## src/rtl/timestamp_readout.sv

```systemverilog
// Timestamp capture FIFO: stores {time_in, data_in} records and reads them out as four 16-bit words.
// Optional feature macro: READOUT_DROP_COUNT_EN adds a saturating drop_count output.
module timestamp_readout #(
  parameter int DEPTH_LOG2 = 2
) (
  input  logic                  clk,
  input  logic                  rst,
  input  logic                  capture,
  input  logic [47:0]           time_in,
  input  logic [15:0]           data_in,
  input  logic                  data_read,
  input  logic                  clr_ovf,
  output logic [15:0]           data_out,
  output logic                  rdy,
`ifdef READOUT_DROP_COUNT_EN
  output logic [15:0]           drop_count,
`endif
  output logic [DEPTH_LOG2:0]   rec_count,
  output logic                  overflow
);

  localparam int DEPTH = 1 << DEPTH_LOG2;
  localparam int PTR_W = DEPTH_LOG2;
  localparam int CNT_W = DEPTH_LOG2 + 1;

  logic [63:0]      mem_r [DEPTH];
  logic [PTR_W-1:0] wr_ptr_r;
  logic [PTR_W-1:0] rd_ptr_r;
  logic [1:0]       word_idx_r;
  logic [CNT_W-1:0] count_r;
  logic [CNT_W-1:0] count_nxt_s;
  logic             rdy_r;
  logic             overflow_r;
  logic             full_s;
  logic             rd_acc_s;
  logic             pop_s;
  logic             wr_acc_s;
  logic             drop_s;
  logic [63:0]      head_s;

  assign full_s   = (count_r == CNT_W'(DEPTH));
  assign rd_acc_s = data_read & rdy_r;
  assign pop_s    = rd_acc_s & (word_idx_r == 2'd3);
  // A pop in the same cycle frees the head slot, so a capture while full still fits.
  assign wr_acc_s = capture & (~full_s | pop_s);
  assign drop_s   = capture & full_s & ~pop_s;
  assign head_s   = mem_r[rd_ptr_r];

  // Record count next-state from accepted writes and pops.
  always_comb begin
    count_nxt_s = count_r;
    case ({wr_acc_s, pop_s})
      2'b10:   count_nxt_s = count_r + CNT_W'(1);
      2'b01:   count_nxt_s = count_r - CNT_W'(1);
      default: count_nxt_s = count_r;
    endcase
  end

  // Record storage; contents need no reset because every output is masked by rdy.
  always_ff @(posedge clk) begin
    if (wr_acc_s) begin
      mem_r[wr_ptr_r] <= {time_in, data_in};
    end
  end

  // Pointers, word index, count and ready flag.
  always_ff @(posedge clk or posedge rst) begin
    if (rst) begin
      wr_ptr_r   <= '0;
      rd_ptr_r   <= '0;
      word_idx_r <= 2'd0;
      count_r    <= '0;
      rdy_r      <= 1'b0;
    end else begin
      if (wr_acc_s) begin
        wr_ptr_r <= wr_ptr_r + PTR_W'(1);
      end
      if (pop_s) begin
        rd_ptr_r   <= rd_ptr_r + PTR_W'(1);
        word_idx_r <= 2'd0;
      end else if (rd_acc_s) begin
        word_idx_r <= word_idx_r + 2'd1;
      end
      count_r <= count_nxt_s;
      rdy_r   <= (count_nxt_s != '0);
    end
  end

  // Sticky overflow; a drop outranks a coincident clear.
  always_ff @(posedge clk or posedge rst) begin
    if (rst) begin
      overflow_r <= 1'b0;
    end else if (drop_s) begin
      overflow_r <= 1'b1;
    end else if (clr_ovf) begin
      overflow_r <= 1'b0;
    end
  end

`ifdef READOUT_DROP_COUNT_EN
  logic [15:0] drop_count_r;

  // Saturating drop counter; a drop coincident with a clear restarts the count at one.
  always_ff @(posedge clk or posedge rst) begin
    if (rst) begin
      drop_count_r <= 16'd0;
    end else if (drop_s && clr_ovf) begin
      drop_count_r <= 16'd1;
    end else if (drop_s) begin
      if (drop_count_r != 16'hFFFF) begin
        drop_count_r <= drop_count_r + 16'd1;
      end
    end else if (clr_ovf) begin
      drop_count_r <= 16'd0;
    end
  end

  assign drop_count = drop_count_r;
`endif

  // Head word selection, forced to zero whenever nothing is buffered.
  always_comb begin
    data_out = 16'h0000;
    if (rdy_r) begin
      case (word_idx_r)
        2'd0:    data_out = head_s[63:48];
        2'd1:    data_out = head_s[47:32];
        2'd2:    data_out = head_s[31:16];
        2'd3:    data_out = head_s[15:0];
        default: data_out = 16'h0000;
      endcase
    end else begin
      data_out = 16'h0000;
    end
  end

  assign rdy       = rdy_r;
  assign rec_count = count_r;
  assign overflow  = overflow_r;

endmodule

```

## config.mk

```make
export PLATFORM = sky130hd
export DESIGN_NAME = timestamp_readout
export DESIGN_NICKNAME = d
export VERILOG_FILES = /design/src/rtl/timestamp_readout.sv
export SDC_FILE = /design/constraint.sdc
export NUM_CORES = 1
export LEC_CHECK = 0
export BUFFER_PORTS_ARGS = -buffer_cell sky130_fd_sc_hd__buf_2
export CORE_UTILIZATION = 64
export CTS_CLUSTER_DIAMETER = 150
export DETAILED_ROUTE_END_ITERATION = 8
export PLACE_DENSITY_LB_ADDON = 0.08
export SLEW_MARGIN = 20
export SYNTH_ARGS = -nofsm -noshare
export SYNTH_HDL_FRONTEND = slang
export SYNTH_SLANG_ARGS = --single-unit
```

## constraint.sdc

```tcl
create_clock -name clk -period 7.9 [get_ports clk]
set_input_delay 0.395 -clock clk [delete_from_list [all_inputs] [get_ports clk]]
set_output_delay 0.395 -clock clk [all_outputs]
set_load 0.02 [all_outputs]
```

# [Word-level counts from Yosys, hierarchy flattened]
# Memory sizes are Yosys's and may differ from the RTL's.
# Cells that the tools add are included.
[totals] ff_bits=11 ram_bits=256 in_bits=69 out_inout_bits=21 wordCells=39 mem_count=1
[op_classes] add_sub_neg=5 eq_ne=6 muxes=9 n_bitwise=8 n_reduce_logical=4
[mem_list] memory="mem_r" words=4 word_bits=64 rd=1 rd_ports_with_merged_regs=0 wr=1 line="26" rtl="logic [63:0] mem_r [DEPTH];"
[op_table] op="16-bit case mux with 4 select lines" count=1
[op_table] op="16-bit two-way mux" count=1
[op_table] op="2-bit by 1-bit adder with 2-bit output (second input constant)" count=3
[op_table] op="2-bit equality test (second input constant)" count=3
[op_table] op="3-bit case mux with 2 select lines" count=1
[op_table] op="1-bit bitwise AND" count=5
[op_table] op="2-bit by 1-bit equality test with 1-bit output (second input constant)" count=2
[op_table] op="1-bit two-way mux" count=4
[op_table] op="2-bit two-way mux" count=2
[op_table] op="2-bit nonzero test" count=2
[op_table] op="3-bit by 1-bit adder with 3-bit output (second input constant)" count=1
[op_table] op="3-bit equality test (second input constant)" count=1
[op_table] op="3-bit nonzero test" count=1
[op_table] op="3-bit by 1-bit subtractor with 3-bit output (second input constant)" count=1
[op_table] op="2-bit logical NOT" count=1
[op_table] op="1-bit inverter" count=2
[op_table] op="1-bit OR" count=1

# [Logic depth before layout (Yosys ltp)]
[logic_depth] word_depth=7 mapped_depth=10 depth_no_buf=10

# [Least setup slack after synthesis]
# OpenSTA, ideal clock, no wires.
[synth_timing] path_kind="register to register" start="reg word_idx_r[0]" end="mem mem_r[0][0] (enable)" setup_time_ns=0.429 arrival_time_ns=2.814 required_ns=7.471 path_slack_ns=4.657 path_stages_with_launch=5 path_buffers=0 period_less_slack_ns=3.243 path_cell_list="dfrtp_1 -> ha_1 -> nand3_1 -> a31oi_1 -> and2_1"
[synth_between] elab_chain_len=6
[synth_lines] item="start, declared" line="29" rtl="logic [1:0] word_idx_r;"
[synth_lines] item="start signal, assigned" line="82" rtl="word_idx_r <= word_idx_r + 2'd1;"
[synth_lines] item="2-bit equality test" line="43" rtl="assign pop_s = rd_acc_s & (word_idx_r == 2'd3);"
[synth_lines] item="1-bit bitwise AND" line="43"
[synth_lines] item="1-bit OR" line="45" rtl="assign wr_acc_s = capture & (~full_s | pop_s);"
[synth_lines] item="1-bit bitwise AND" line="45"
[synth_lines] item="1-bit two-way mux" line="61" rtl="if (wr_acc_s) begin"
[synth_lines] item="1-bit two-way mux (not written as such)" line="62" rtl="mem_r[wr_ptr_r] <= {time_in, data_in};"
[synth_lines] item="end, declared" line="26"
# Every way passes these cells.

# [Worst setup path after layout]
[layout_timing] start="reg rd_ptr_r[1]" end="out data_out[3]"
[layout_between] elab_chain_len=3
[layout_lines] item="start, declared" line="28" rtl="logic [PTR_W-1:0] rd_ptr_r;"
[layout_lines] item="start signal, assigned" line="79" rtl="rd_ptr_r <= rd_ptr_r + PTR_W'(1);"
[layout_lines] item="memory 4 x 64 bit"
[layout_lines] item="16-bit case mux with 4 select lines" line="125" rtl="case (word_idx_r)"
[layout_lines] item="16-bit two-way mux" line="124" rtl="if (rdy_r) begin"
[layout_lines] item="end, declared" line="13" rtl="output logic [15:0] data_out,"
# Every way passes these cells.

==> flow_metrics.tcl <==
set metrics [dict create \
    run_status "finished clean" \
    static-leakage-power_nw 4.24 \
    grt_setup_unrepaired "false" \
    initial_utilization 0.654 \
    critical_path_capture_point_type "output port" \
    stdcell_count 905 \
    pre_cts_ws_ns 4.20 \
    num_antenna_cells 0 \
    min_to "overflow" \
    drt_first_iter_violations 519 \
    yosys-top-cells-area "edfxtp_1, mux2i_1, dfrtp_1, mux4_2, o22ai_1" \
    max_cap_violations 0 \
    antenna_found_initial 0 \
    gp_congestion 0.758 \
    area.growth.synth_to_final_pct 14.4 \
    final.setup.worst_slack_ns 3.59 \
    post-cts-setup-buffers 0 \
    worst_ir_drop_vdd_mv 0.282 \
    cts-htree-levels 1 \
    hold_violations 0 \
    vias_per_cell 6.10 \
    utilization 0.748 \
    grt.overflow.total 0 \
    clk_pin_slew_worst_paths_ns 0.06 \
    clkLatencyLatePin_ns 0.53 \
    grt_use_total 0.264 \
    finalCriticalPeriod_ns 4.31 \
    detail_route.first_pass.iterations 5 \
    cts.sinks 267 \
    grt_first_pass_wirelength_mm 31.9 \
    synthDistinctLibCells 35 \
    synth_sequential_area_ratio 0.767 \
    place_hpwl_mm 12.0 \
    netlist_instances 568 \
    critPathLaunch "rd_ptr_r[1]" \
    drt.antenna.violating_nets 0 \
    synth_ff_type "edfxtp_1" \
    synth_top_cell_by_area "edfxtp_1" \
    grt_start_max_net_pins 70 \
    route.vias.total 5525 \
    placement_rows 46 \
    fp.dieArea_sq_um 16700 \
    worst_reg2reg_path_length_in_cells 4 \
    syn_area_sq_um 10400 \
    drive_above_1_share 0.232 \
    port-buffer-count 89 \
    ioPinCount 90 \
    class_of_the_tightest_hold_or_removal_check "input pin to register" \
    cts.path.max_buffers 3 \
    vias_in_the_first_global_route 5568 \
    r2r_slack_ns 4.42 \
    horizontal_die_dimension_microns 129 \
    cell_total_after_placement 854 \
    max_freq_mhz 232 \
    ys_async_sr_fraction 0.0412 \
    synth_enable_flop_cells 256 \
    worstHoldPathCells 2 \
    numCtsBuffers 27 \
    cp.required_ns 7.51 \
    yosys_warnings 0 \
    detail_route.wl_per_cell_microns 23.6 \
    timing.max_slew.rel_slack 0.252 \
    cts_repair_resize_count 0 \
    setup_viol_count_final 0 \
    die_height_microns 129 \
    nets 747 \
    worstHoldStart "clr_ovf" \
    clock-skew-final_ns 0.0149 \
    arrival_ns 3.91 \
    synth_top_cell_area_share 0.740 \
    power_per_cell_area_nw_per_um2 389 \
    synth.avg_cell_area_sq_um 18.3 \
    critical_path.reg2reg.endpoint "mem_r[0][46]" \
    core_sq_um 15900 \
    highest_net_fanout_along_the_worst_path 69 \
    tritoncts "yes" \
    worst-setup-path-type "register to output port" \
    postSynthRegisterBits 267 \
    period_share 0.545 \
    worstSetupStartpointType "register" \
    synthesis.nets 647 \
    setup-tns-final_ns 0 \
    clockRootBuffer "clkbuf_16" \
    report.final.slew_viol_count 0 \
    drc 0 \
    wirelength_mm 21.4 \
    reg2reg_from "rdy" \
    worstMarginPinSlew_ns 1.12 \
]
-- flip-flops by register name, summed over array words and instances (netlist names) --
signal	flops
rd_ptr_r	2
rec_count	3
word_idx_r	2
mem_r	256
rdy	1
wr_ptr_r	2
overflow	1
-- per-layer routing --
layer / global-route usage / wire [microns] / vias to the layer above
met5: 0 / 0 / -
met4: 0.0761 / 442 / 0
met3: 0.0392 / 1440 / 41
met2: 0.427 / 10600 / 230
met1: 0.381 / 8920 / 2792
li1: - / - / 2462
-- repair_timing --
action	in CTS	in global routing
endpoints found under the hold margin	11	0
setup endpoints to repair	0	0
hold buffers	1	0
-- kinds of logic after synthesis --
| logic type | synth area share |
|---|---|
| AO/OA/AOI/OAI | 0.0545 |
| XOR/XNOR | 0.00506 |
| adder cells (fa/ha/maj) | 0.0128 |
| buffers and inverters | 0.0223 |
| flip-flops | 0.767 |
| multiplexers | 0.117 |
| AND/OR/NAND/NOR | 0.0218 |
-- how the worst max path moves through the flow --
stage                         to  slack, ns  cells after the start
finish               data_out[3]       3.59                      6
detailed placement   data_out[3]       4.20                      6
floorplan            mem_r[0][0]       4.66                      4
global route         data_out[3]       3.49                      6
CTS                  data_out[3]       3.63                      6
global placement    data_out[15]       4.25                      6
-- critical path, stage by stage, from the launching register on --
cell	delay, ns
dfrtp_4	0.63
buf_4	0.91
nand2_1	0.87
o22ai_1	0.42
nor2_1	0.08
a31oi_1	0.20
buf_2	0.21
-- Yosys cell counts, drive strengths merged (3+ instances only) --
library cell  instances
mux4                 17
xnor2                 5
nand2                 6
nand3                 3
edfxtp              256
dfrtp                11
clkbuf                8
and2                  4
buf                  20
o22ai                33
a31oi                14
mux2i                79
o21ai                18
a21oi                30
ha                    9
inv                  10
nor2                 31
-- where the power goes --
group | switching, W | total [W] | leakage (nW) | internal [W]
combinational | 0.000890 | 0.00139 | 1.35 | 0.000499
sequential | 0.000107 | 0.00198 | 2.47 | 0.00188
clock | 0.000501 | 0.00125 | 0.425 | 0.000748
-- metrics by stage --
step / total power (W) / hold WS, ns / instance area [sq um]
after global placement: 0.00337 / 0.406 / 11000
after floorplan: 0.00299 / 0.247 / 10400
after detailed placement: 0.00340 / 0.414 / 11000
after CTS: 0.00464 / 0.0546 / 11900
after global routing: 0.00482 / 0.0652 / 11900
final: 0.00462 / 0.0676 / 11900
-- cell type report --
class	count	area, sq um
tap	216	270
multi-input combinational	263	2200
clock inverter	13	149
clock buffer	37	733
fill	974	4010
timing repair buffer	99	523
inverter	10	37.5
sequential	267	7970
-- cell usage in the layout (no fill, tap or decap), types with 3 or more instances in the layout --
master and count:
bufinv_16 3, clkinv_1 3, nand2_1 5, buf_4 9, o21ai_0 17, buf_2 89
mux4_1 5, o22ai_1 33, a31oi_1 14, clkbuf_1 8, edfxtp_1 256, nor2_1 31
clkbuf_16 27, nand3_1 3, clkinv_2 3, and2_2 4, ha_1 9, mux4_2 12
xnor2_1 5, dfrtp_1 9, mux2i_1 79, inv_1 9, a21oi_1 30
(Power assumes the default switching activity.)
